--- config.mk ---
export PLATFORM = sky130hd
export DESIGN_NAME = send_scheduler
export DESIGN_NICKNAME = d
export VERILOG_FILES = /design/src/rtl/send_scheduler.sv
export SDC_FILE = /design/constraint.sdc
export NUM_CORES = 1
export LEC_CHECK = 0
export CAP_MARGIN = 0
export CORE_MARGIN = 3
export CORE_UTILIZATION = 35
export CTS_CLUSTER_SIZE = 10
export DETAILED_ROUTE_END_ITERATION = 8
export PLACE_DENSITY = 0.63
export SLEW_MARGIN = 10
export SYNTH_ARGS = -nofsm -noshare
export SYNTH_HDL_FRONTEND = slang
export SYNTH_SLANG_ARGS = --single-unit
--- constraint.sdc ---
create_clock -name clk -period 2.75 [get_ports clk]
set_input_delay 0.6875 -clock clk [delete_from_list [all_inputs] [get_ports clk]]
set_output_delay 0.6875 -clock clk [all_outputs]
set_load 0.01 [all_outputs]
--- src/rtl/send_scheduler.sv ---
// send_scheduler
//   Arbitrates the four packet requesters (receiver ACK, game lost, ready,
//   game data) onto the single Sender. It also runs stop-and-wait reliability
//   for every non-ACK packet: a 1-bit sequence number, a timeout and bounded
//   retransmission. When a packet is finally abandoned, link_error is set and
//   stays set.
//
// Ports
//   clk, rst           system clock, asynchronous active-high reset
//   game_active        game running; gates data requests
//   req_data           new local game state to send
//   req_ready          send a READY packet
//   req_lost           send a GAME_LOST packet
//   req_ack            Receiver needs an ACK sent
//   req_ack_seqNum     sequence number to echo in that ACK
//   ack_received       ACK arrived from the opponent
//   ack_seqNum         sequence number carried by that ACK
//   send_done          Sender finished the current packet
//   send_start         one-cycle pulse launching the Sender
//   send_type          0 DATA, 1 READY, 2 LOST, 3 ACK
//   send_seqNum        sequence number of the packet being sent
//   busy               scheduler not idle
//   retry_count        retransmissions of the current packet
//   link_error         sticky: a packet was abandoned
module send_scheduler #(
  parameter int TIMEOUT_CYCLES = 50000,
  parameter int MAX_RETRIES    = 3,
  parameter int RETRY_W        = $clog2(MAX_RETRIES + 1)
) (
  input  logic               clk,
  input  logic               rst,
  input  logic               game_active,
  input  logic               req_data,
  input  logic               req_ready,
  input  logic               req_lost,
  input  logic               req_ack,
  input  logic               req_ack_seqNum,
  input  logic               ack_received,
  input  logic               ack_seqNum,
  input  logic               send_done,
  output logic               send_start,
  output logic [1:0]         send_type,
  output logic               send_seqNum,
  output logic               busy,
  output logic [RETRY_W-1:0] retry_count,
  output logic               link_error
);

  localparam int TIMER_W = (TIMEOUT_CYCLES > 1) ? $clog2(TIMEOUT_CYCLES) : 1;
  localparam logic [TIMER_W-1:0] TIMER_LAST = TIMER_W'(TIMEOUT_CYCLES - 1);
  localparam logic [RETRY_W-1:0] RETRY_MAX  = RETRY_W'(MAX_RETRIES);

  localparam logic [1:0] TYPE_DATA  = 2'd0;
  localparam logic [1:0] TYPE_READY = 2'd1;
  localparam logic [1:0] TYPE_LOST  = 2'd2;
  localparam logic [1:0] TYPE_ACK   = 2'd3;

  typedef enum logic [1:0] {
    IDLE      = 2'd0,
    WAIT_DONE = 2'd1,
    WAIT_ACK  = 2'd2
  } state_t;

  // Fixed launch priority: ACK > LOST > READY > DATA.
  function automatic logic [1:0] pick_winner(input logic ack, input logic lost,
                                             input logic ready);
    logic [1:0] w;
    if (ack) begin
      w = TYPE_ACK;
    end else if (lost) begin
      w = TYPE_LOST;
    end else if (ready) begin
      w = TYPE_READY;
    end else begin
      w = TYPE_DATA;
    end
    return w;
  endfunction

  state_t               state_r, state_nx;
  logic [1:0]           type_r, type_nx;
  logic                 seq_r, seq_nx;
  logic [1:0]           save_type_r, save_type_nx;
  logic                 interleaved_r, interleaved_nx;
  logic                 tx_seq_r, tx_seq_nx;
  logic [TIMER_W-1:0]   timer_r, timer_nx;
  logic [RETRY_W-1:0]   retry_r, retry_nx;
  logic                 link_error_r, link_error_nx;
  logic                 pend_data_r, pend_data_nx;
  logic                 pend_ready_r, pend_ready_nx;
  logic                 pend_lost_r, pend_lost_nx;
  logic                 pend_ack_r, pend_ack_nx;
  logic                 pend_ack_seq_r, pend_ack_seq_nx;

  logic                 start_s;
  logic [1:0]           start_type_s;
  logic                 start_seq_s;
  logic                 data_ok_s;
  logic                 any_pend_s;
  logic                 launch_data_s, launch_ready_s, launch_lost_s, launch_ack_s;

  // Next-state, launch decisions and pending-flag bookkeeping.
  always_comb begin
    state_nx        = state_r;
    type_nx         = type_r;
    seq_nx          = seq_r;
    save_type_nx    = save_type_r;
    interleaved_nx  = interleaved_r;
    tx_seq_nx       = tx_seq_r;
    timer_nx        = timer_r;
    retry_nx        = retry_r;
    link_error_nx   = link_error_r;
    start_s         = 1'b0;
    start_type_s    = type_r;
    start_seq_s     = seq_r;
    launch_data_s   = 1'b0;
    launch_ready_s  = 1'b0;
    launch_lost_s   = 1'b0;
    launch_ack_s    = 1'b0;

    // A stale data flag must never launch once the game has stopped.
    data_ok_s  = pend_data_r & game_active;
    any_pend_s = pend_ack_r | pend_lost_r | pend_ready_r | data_ok_s;

    case (state_r)
      IDLE: begin
        if (any_pend_s) begin
          start_s        = 1'b1;
          start_type_s   = pick_winner(pend_ack_r, pend_lost_r, pend_ready_r);
          start_seq_s    = pend_ack_r ? pend_ack_seq_r : tx_seq_r;
          launch_ack_s   = pend_ack_r;
          launch_lost_s  = !pend_ack_r && pend_lost_r;
          launch_ready_s = !pend_ack_r && !pend_lost_r && pend_ready_r;
          launch_data_s  = !pend_ack_r && !pend_lost_r && !pend_ready_r;
          type_nx        = start_type_s;
          seq_nx         = start_seq_s;
          retry_nx       = {RETRY_W{1'b0}};
          interleaved_nx = 1'b0;
          state_nx       = WAIT_DONE;
        end else begin
          state_nx = IDLE;
        end
      end

      WAIT_DONE: begin
        if (send_done) begin
          if (interleaved_r) begin
            // Resume waiting for the outstanding packet; timer stays frozen.
            type_nx        = save_type_r;
            seq_nx         = tx_seq_r;
            interleaved_nx = 1'b0;
            state_nx       = WAIT_ACK;
          end else if (type_r == TYPE_ACK) begin
            state_nx = IDLE;
          end else begin
            timer_nx = {TIMER_W{1'b0}};
            state_nx = WAIT_ACK;
          end
        end else begin
          state_nx = WAIT_DONE;
        end
      end

      WAIT_ACK: begin
        if (ack_received && (ack_seqNum == tx_seq_r)) begin
          tx_seq_nx = ~tx_seq_r;
          state_nx  = IDLE;
        end else if (pend_ack_r) begin
          // Answer the peer now, or two stalled peers would wait on each other.
          start_s        = 1'b1;
          start_type_s   = TYPE_ACK;
          start_seq_s    = pend_ack_seq_r;
          launch_ack_s   = 1'b1;
          save_type_nx   = type_r;
          type_nx        = TYPE_ACK;
          seq_nx         = pend_ack_seq_r;
          interleaved_nx = 1'b1;
          state_nx       = WAIT_DONE;
        end else if (timer_r == TIMER_LAST) begin
          if (retry_r < RETRY_MAX) begin
            retry_nx     = retry_r + RETRY_W'(1);
            start_s      = 1'b1;
            start_type_s = type_r;
            start_seq_s  = tx_seq_r;
            seq_nx       = tx_seq_r;
            state_nx     = WAIT_DONE;
          end else begin
            // Give up: drop the packet and move to the next sequence number.
            link_error_nx = 1'b1;
            tx_seq_nx     = ~tx_seq_r;
            state_nx      = IDLE;
          end
        end else begin
          timer_nx = timer_r + TIMER_W'(1);
        end
      end

      default: begin
        state_nx = IDLE;
      end
    endcase

    // A request in the launch cycle re-arms its flag.
    pend_ack_nx     = req_ack | (pend_ack_r & ~launch_ack_s);
    pend_lost_nx    = req_lost | (pend_lost_r & ~launch_lost_s);
    pend_ready_nx   = req_ready | (pend_ready_r & ~launch_ready_s);
    pend_data_nx    = game_active & (req_data | (pend_data_r & ~launch_data_s));
    pend_ack_seq_nx = req_ack ? req_ack_seqNum : pend_ack_seq_r;
  end

  // State and datapath registers.
  always_ff @(posedge clk or posedge rst) begin
    if (rst) begin
      state_r        <= IDLE;
      type_r         <= TYPE_DATA;
      seq_r          <= 1'b0;
      save_type_r    <= TYPE_DATA;
      interleaved_r  <= 1'b0;
      tx_seq_r       <= 1'b0;
      timer_r        <= {TIMER_W{1'b0}};
      retry_r        <= {RETRY_W{1'b0}};
      link_error_r   <= 1'b0;
      pend_data_r    <= 1'b0;
      pend_ready_r   <= 1'b0;
      pend_lost_r    <= 1'b0;
      pend_ack_r     <= 1'b0;
      pend_ack_seq_r <= 1'b0;
    end else begin
      state_r        <= state_nx;
      type_r         <= type_nx;
      seq_r          <= seq_nx;
      save_type_r    <= save_type_nx;
      interleaved_r  <= interleaved_nx;
      tx_seq_r       <= tx_seq_nx;
      timer_r        <= timer_nx;
      retry_r        <= retry_nx;
      link_error_r   <= link_error_nx;
      pend_data_r    <= pend_data_nx;
      pend_ready_r   <= pend_ready_nx;
      pend_lost_r    <= pend_lost_nx;
      pend_ack_r     <= pend_ack_nx;
      pend_ack_seq_r <= pend_ack_seq_nx;
    end
  end

  // The Sender samples type/seq together with send_start, so the launch value
  // is presented in the launch cycle and the registered value afterwards.
  assign send_start  = start_s;
  assign send_type   = start_s ? start_type_s : type_r;
  assign send_seqNum = start_s ? start_seq_s : seq_r;
  assign busy        = (state_r != IDLE);
  assign retry_count = retry_r;
  assign link_error  = link_error_r;

endmodule

==> results_dict.tcl <==
set metrics [dict create \
    p_clk_share_pct 22.6 \
    p_int_w 0.001556 \
    cts_tree "built" \
    drc 0 \
    r2r_start "state_r[1]" \
    io_buffers 18 \
    postLayoutSetupSlackWorst_ps -424.9 \
    leakagePower_nw 1.247 \
    end_kind "primary output" \
    syn_avg_cell_area_um2 9.150 \
    slew_viol_final 0 \
    grt_max_degree 34 \
    skew_ps 10.66 \
    finalCritPeriodShare_pct 115.5 \
    crit_path_max_fanout 5 \
    die_h_um 83.04 \
    setup_viol 3 \
    grt_pass1_wl_um 9549 \
    cts.sinks 33 \
    yosysUniqueCellTypes 58 \
    initial_core_util_pct 37.04 \
    grt_use_total_pct 16.75 \
    power_frac_comb_pct 50.9 \
    core-area_mm2 0.005608 \
    wl_per_cell_um 15.06 \
    hold_viol_final 0 \
    hpwlAfterDp_um 3984 \
    drive_gt1_share_pct 31.33 \
    finalSetupTns_ps -808.0 \
    synth_nets 244 \
    synth_flop_cell "dfrtp_1" \
    num_rows 27 \
    drt_iter0_drc 128 \
    ys_ff_latch 33 \
    nets 316 \
    cts_buffer_depth 2 \
    netlist_area_mm2 0.002077 \
    cp.required_ps 2060 \
    pwr-share-seq_pct 26.5 \
    violations "setup timing" \
    cp.arrival_ps 2490 \
    switching_share_pct 37.20 \
    netlist_instances 227 \
    hold_class "flop to flop" \
    grt_pass1_vias 2059 \
    area_delta_synth_final_pct 39.10 \
    layout.cells.non_filler 372 \
    vdd_ir_drop_max_v 0.0004143 \
    final_antenna_net_count 0 \
    outcome "complete, but fails checks" \
    relSlewSlack_pct 65.62 \
    hp-start "link_error" \
    die_area_mm2 0.006895 \
    crit_path_start "timer_r[7]" \
    startpoint_type "flop" \
    clk_pin_slew_ps 70 \
    yosysSeqAreaShare_pct 39.76 \
    synth_edf_count 0 \
    hold_slack_ps 471.0 \
    dr.pass1.iters 4 \
    htreeDepth 2 \
    routed_wl_um 5603 \
    tightest_slew_ps 513.4 \
    diodes 0 \
    clockRootBuffer "clkbuf_8" \
    power_density_mw_per_mm2 857.9 \
    globalplace.congestion 0.8712 \
    route.vias.total 2064 \
    placed_cells 358 \
    die_w_um 83.04 \
    synthArstFlopShare_pct 100.0 \
    cts_buffers 5 \
    rrSetupSlack_ps 500 \
    clkLatencyLatePin_ps 300 \
    max_clock_freq_ghz 0.3150 \
    antenna_found_initial 0 \
    drv_cap 0 \
    worstSetupPathType "flop to primary output" \
    period_needed_ps 3175 \
    vias_per_cell 5.548 \
    power.switching_w 0.0009220 \
    rsz0062_at_grt "true" \
    overflow 0 \
    io_pins 19 \
    yosys_warnings 0 \
]
-- what timing repair did --
| action | in CTS | in global routing |
|---|---|---|
| gates resized for setup | 22 | 10 |
| endpoints found under the setup margin | 4 | 4 |
| pin swaps | 4 | 1 |
| setup buffers | 3 | 3 |
| hold buffers | 0 | 0 |
-- per-stage QoR --
stage | instance area [um2] | utilization (%) | power [W] | setup slack, ps
final | 2889 | 51.52 | 0.002478 | -424.9
after global routing | 2889 | 51.52 | 0.002625 | -522.2
after detailed placement | 2649 | 47.23 | 0.001816 | -701.0
after floorplan | 2083 | - | 0.001342 | 29.17
after global placement | 2649 | 47.23 | 0.001803 | -687.2
after CTS | 2833 | 50.51 | 0.002399 | -520.7
-- power by group through the flow --
| stage | logic [W] | registers [W] | clock network, W |
|---|---|---|---|
| finish | 0.00126 | 0.000658 | 0.000559 |
| global route | 0.00137 | 0.000669 | 0.000585 |
| CTS | 0.00118 | 0.000655 | 0.000564 |
| detailed placement | 0.00116 | 0.000659 | 0 |
| global placement | 0.00115 | 0.000657 | 0 |
| floorplan | 0.000701 | 0.000641 | 0 |
-- flip-flops by register name, indices dropped and copies added (netlist names) --
register and count:
timer_r 16, retry_count 2, save_type_r 2, state_r 2
type_r 2, interleaved_r 1, link_error 1, pend_ack_r 1
pend_ack_seq_r 1, pend_data_r 1, pend_lost_r 1, pend_ready_r 1
seq_r 1, tx_seq_r 1
-- kinds of logic after synthesis --
| family | after synthesis | synth area share, % |
|---|---|---|
| AOI/OAI and AO/OA | 74 | 23.56 |
| xor gates and xnor gates | 3 | 1.265 |
| adders and majority gates | 6 | 3.614 |
| buffers and inverters | 17 | 4.939 |
| DFF | 33 | 39.76 |
| muxes | 7 | 3.675 |
| and+or+nand+nor | 87 | 23.19 |
-- per-layer routing --
layer  routed length, um  track usage, %  up-vias
met3                 232           2.778        9
li1                    -               -      999
met5                   0               0        -
met2                2703           27.41       47
met1                2567           21.92     1009
met4                  99           6.835        0
-- path summary, 6_finish.rpt --
check / depth (start not counted) / to
worst max-delay path: 7 / send_seqNum
max in group asynchronous: 3 / type_r[0]
worst min register to register: 1 / link_error
worst min-delay path: 1 / link_error
worst max register to register: 8 / timer_r[11]
min in group asynchronous: 3 / retry_count[0]
-- cells in the final DEF, fill, tap and decap left out, types with 3 or more instances in the layout --
master           instances
a21oi_1                 17
a21oi_2                  3
buf_4                   51
buf_6                    5
clkbuf_8                 5
clkdlybuf4s50_1         13
dfrtp_1                 33
ha_1                     5
inv_1                    9
mux2_2                   4
nand2_1                 28
nand2b_1                 4
nand3_1                  8
nand4_1                  5
nor2_1                   7
o211ai_1                 5
o21ai_0                 18
o21ai_1                  4
o31ai_1                  4
or3_1                   11
or4_1                    3
-- cell usage after synthesis (2+ instances only) --
| cell | count | area (um2) |
|---|---|---|
| a211oi_1 | 2 | 15.01 |
| a21o_1 | 2 | 15.01 |
| a21oi_1 | 20 | 100.1 |
| and3_1 | 2 | 12.51 |
| clkbuf_1 | 2 | 7.510 |
| clkbuf_8 | 3 | 41.29 |
| dfrtp_1 | 33 | 825.8 |
| ha_1 | 6 | 75.07 |
| inv_1 | 9 | 33.78 |
| mux2_2 | 5 | 56.30 |
| mux2i_1 | 2 | 20.02 |
| nand2_1 | 29 | 108.9 |
| nand2b_1 | 4 | 25.02 |
| nand3_1 | 9 | 45.04 |
| nand3b_1 | 2 | 15.01 |
| nand4_1 | 5 | 31.28 |
| nor2_1 | 7 | 26.28 |
| nor3_1 | 3 | 15.01 |
| o211ai_1 | 5 | 37.54 |
| o21a_1 | 2 | 15.01 |
| o21ai_0 | 19 | 95.09 |
| o21ai_1 | 3 | 15.01 |
| o2bb2ai_1 | 2 | 17.52 |
| o31ai_1 | 4 | 30.03 |
| or3_1 | 11 | 68.82 |
| or4_1 | 3 | 22.52 |
| xnor2_1 | 2 | 17.52 |
-- layout make-up --
type | count | area, um2
multi-input cells | 177 | 1204
flip-flops and latches | 33 | 825.8
repair buffers | 72 | 598.1
clock buffers | 5 | 68.82
clock inverters | 3 | 65.06
fillers | 528 | 2719
well taps | 72 | 90.09
inverters | 10 | 37.54
-- critical path, stage by stage, from the launching register on --
cell	delay [ps]
dfrtp_1	440
or4b_4	570
nor4_2	220
buf_4	170
mux2i_2	250
o211ai_1	130
mux2_4	280
buf_6	120
(Power assumes the default switching activity.)
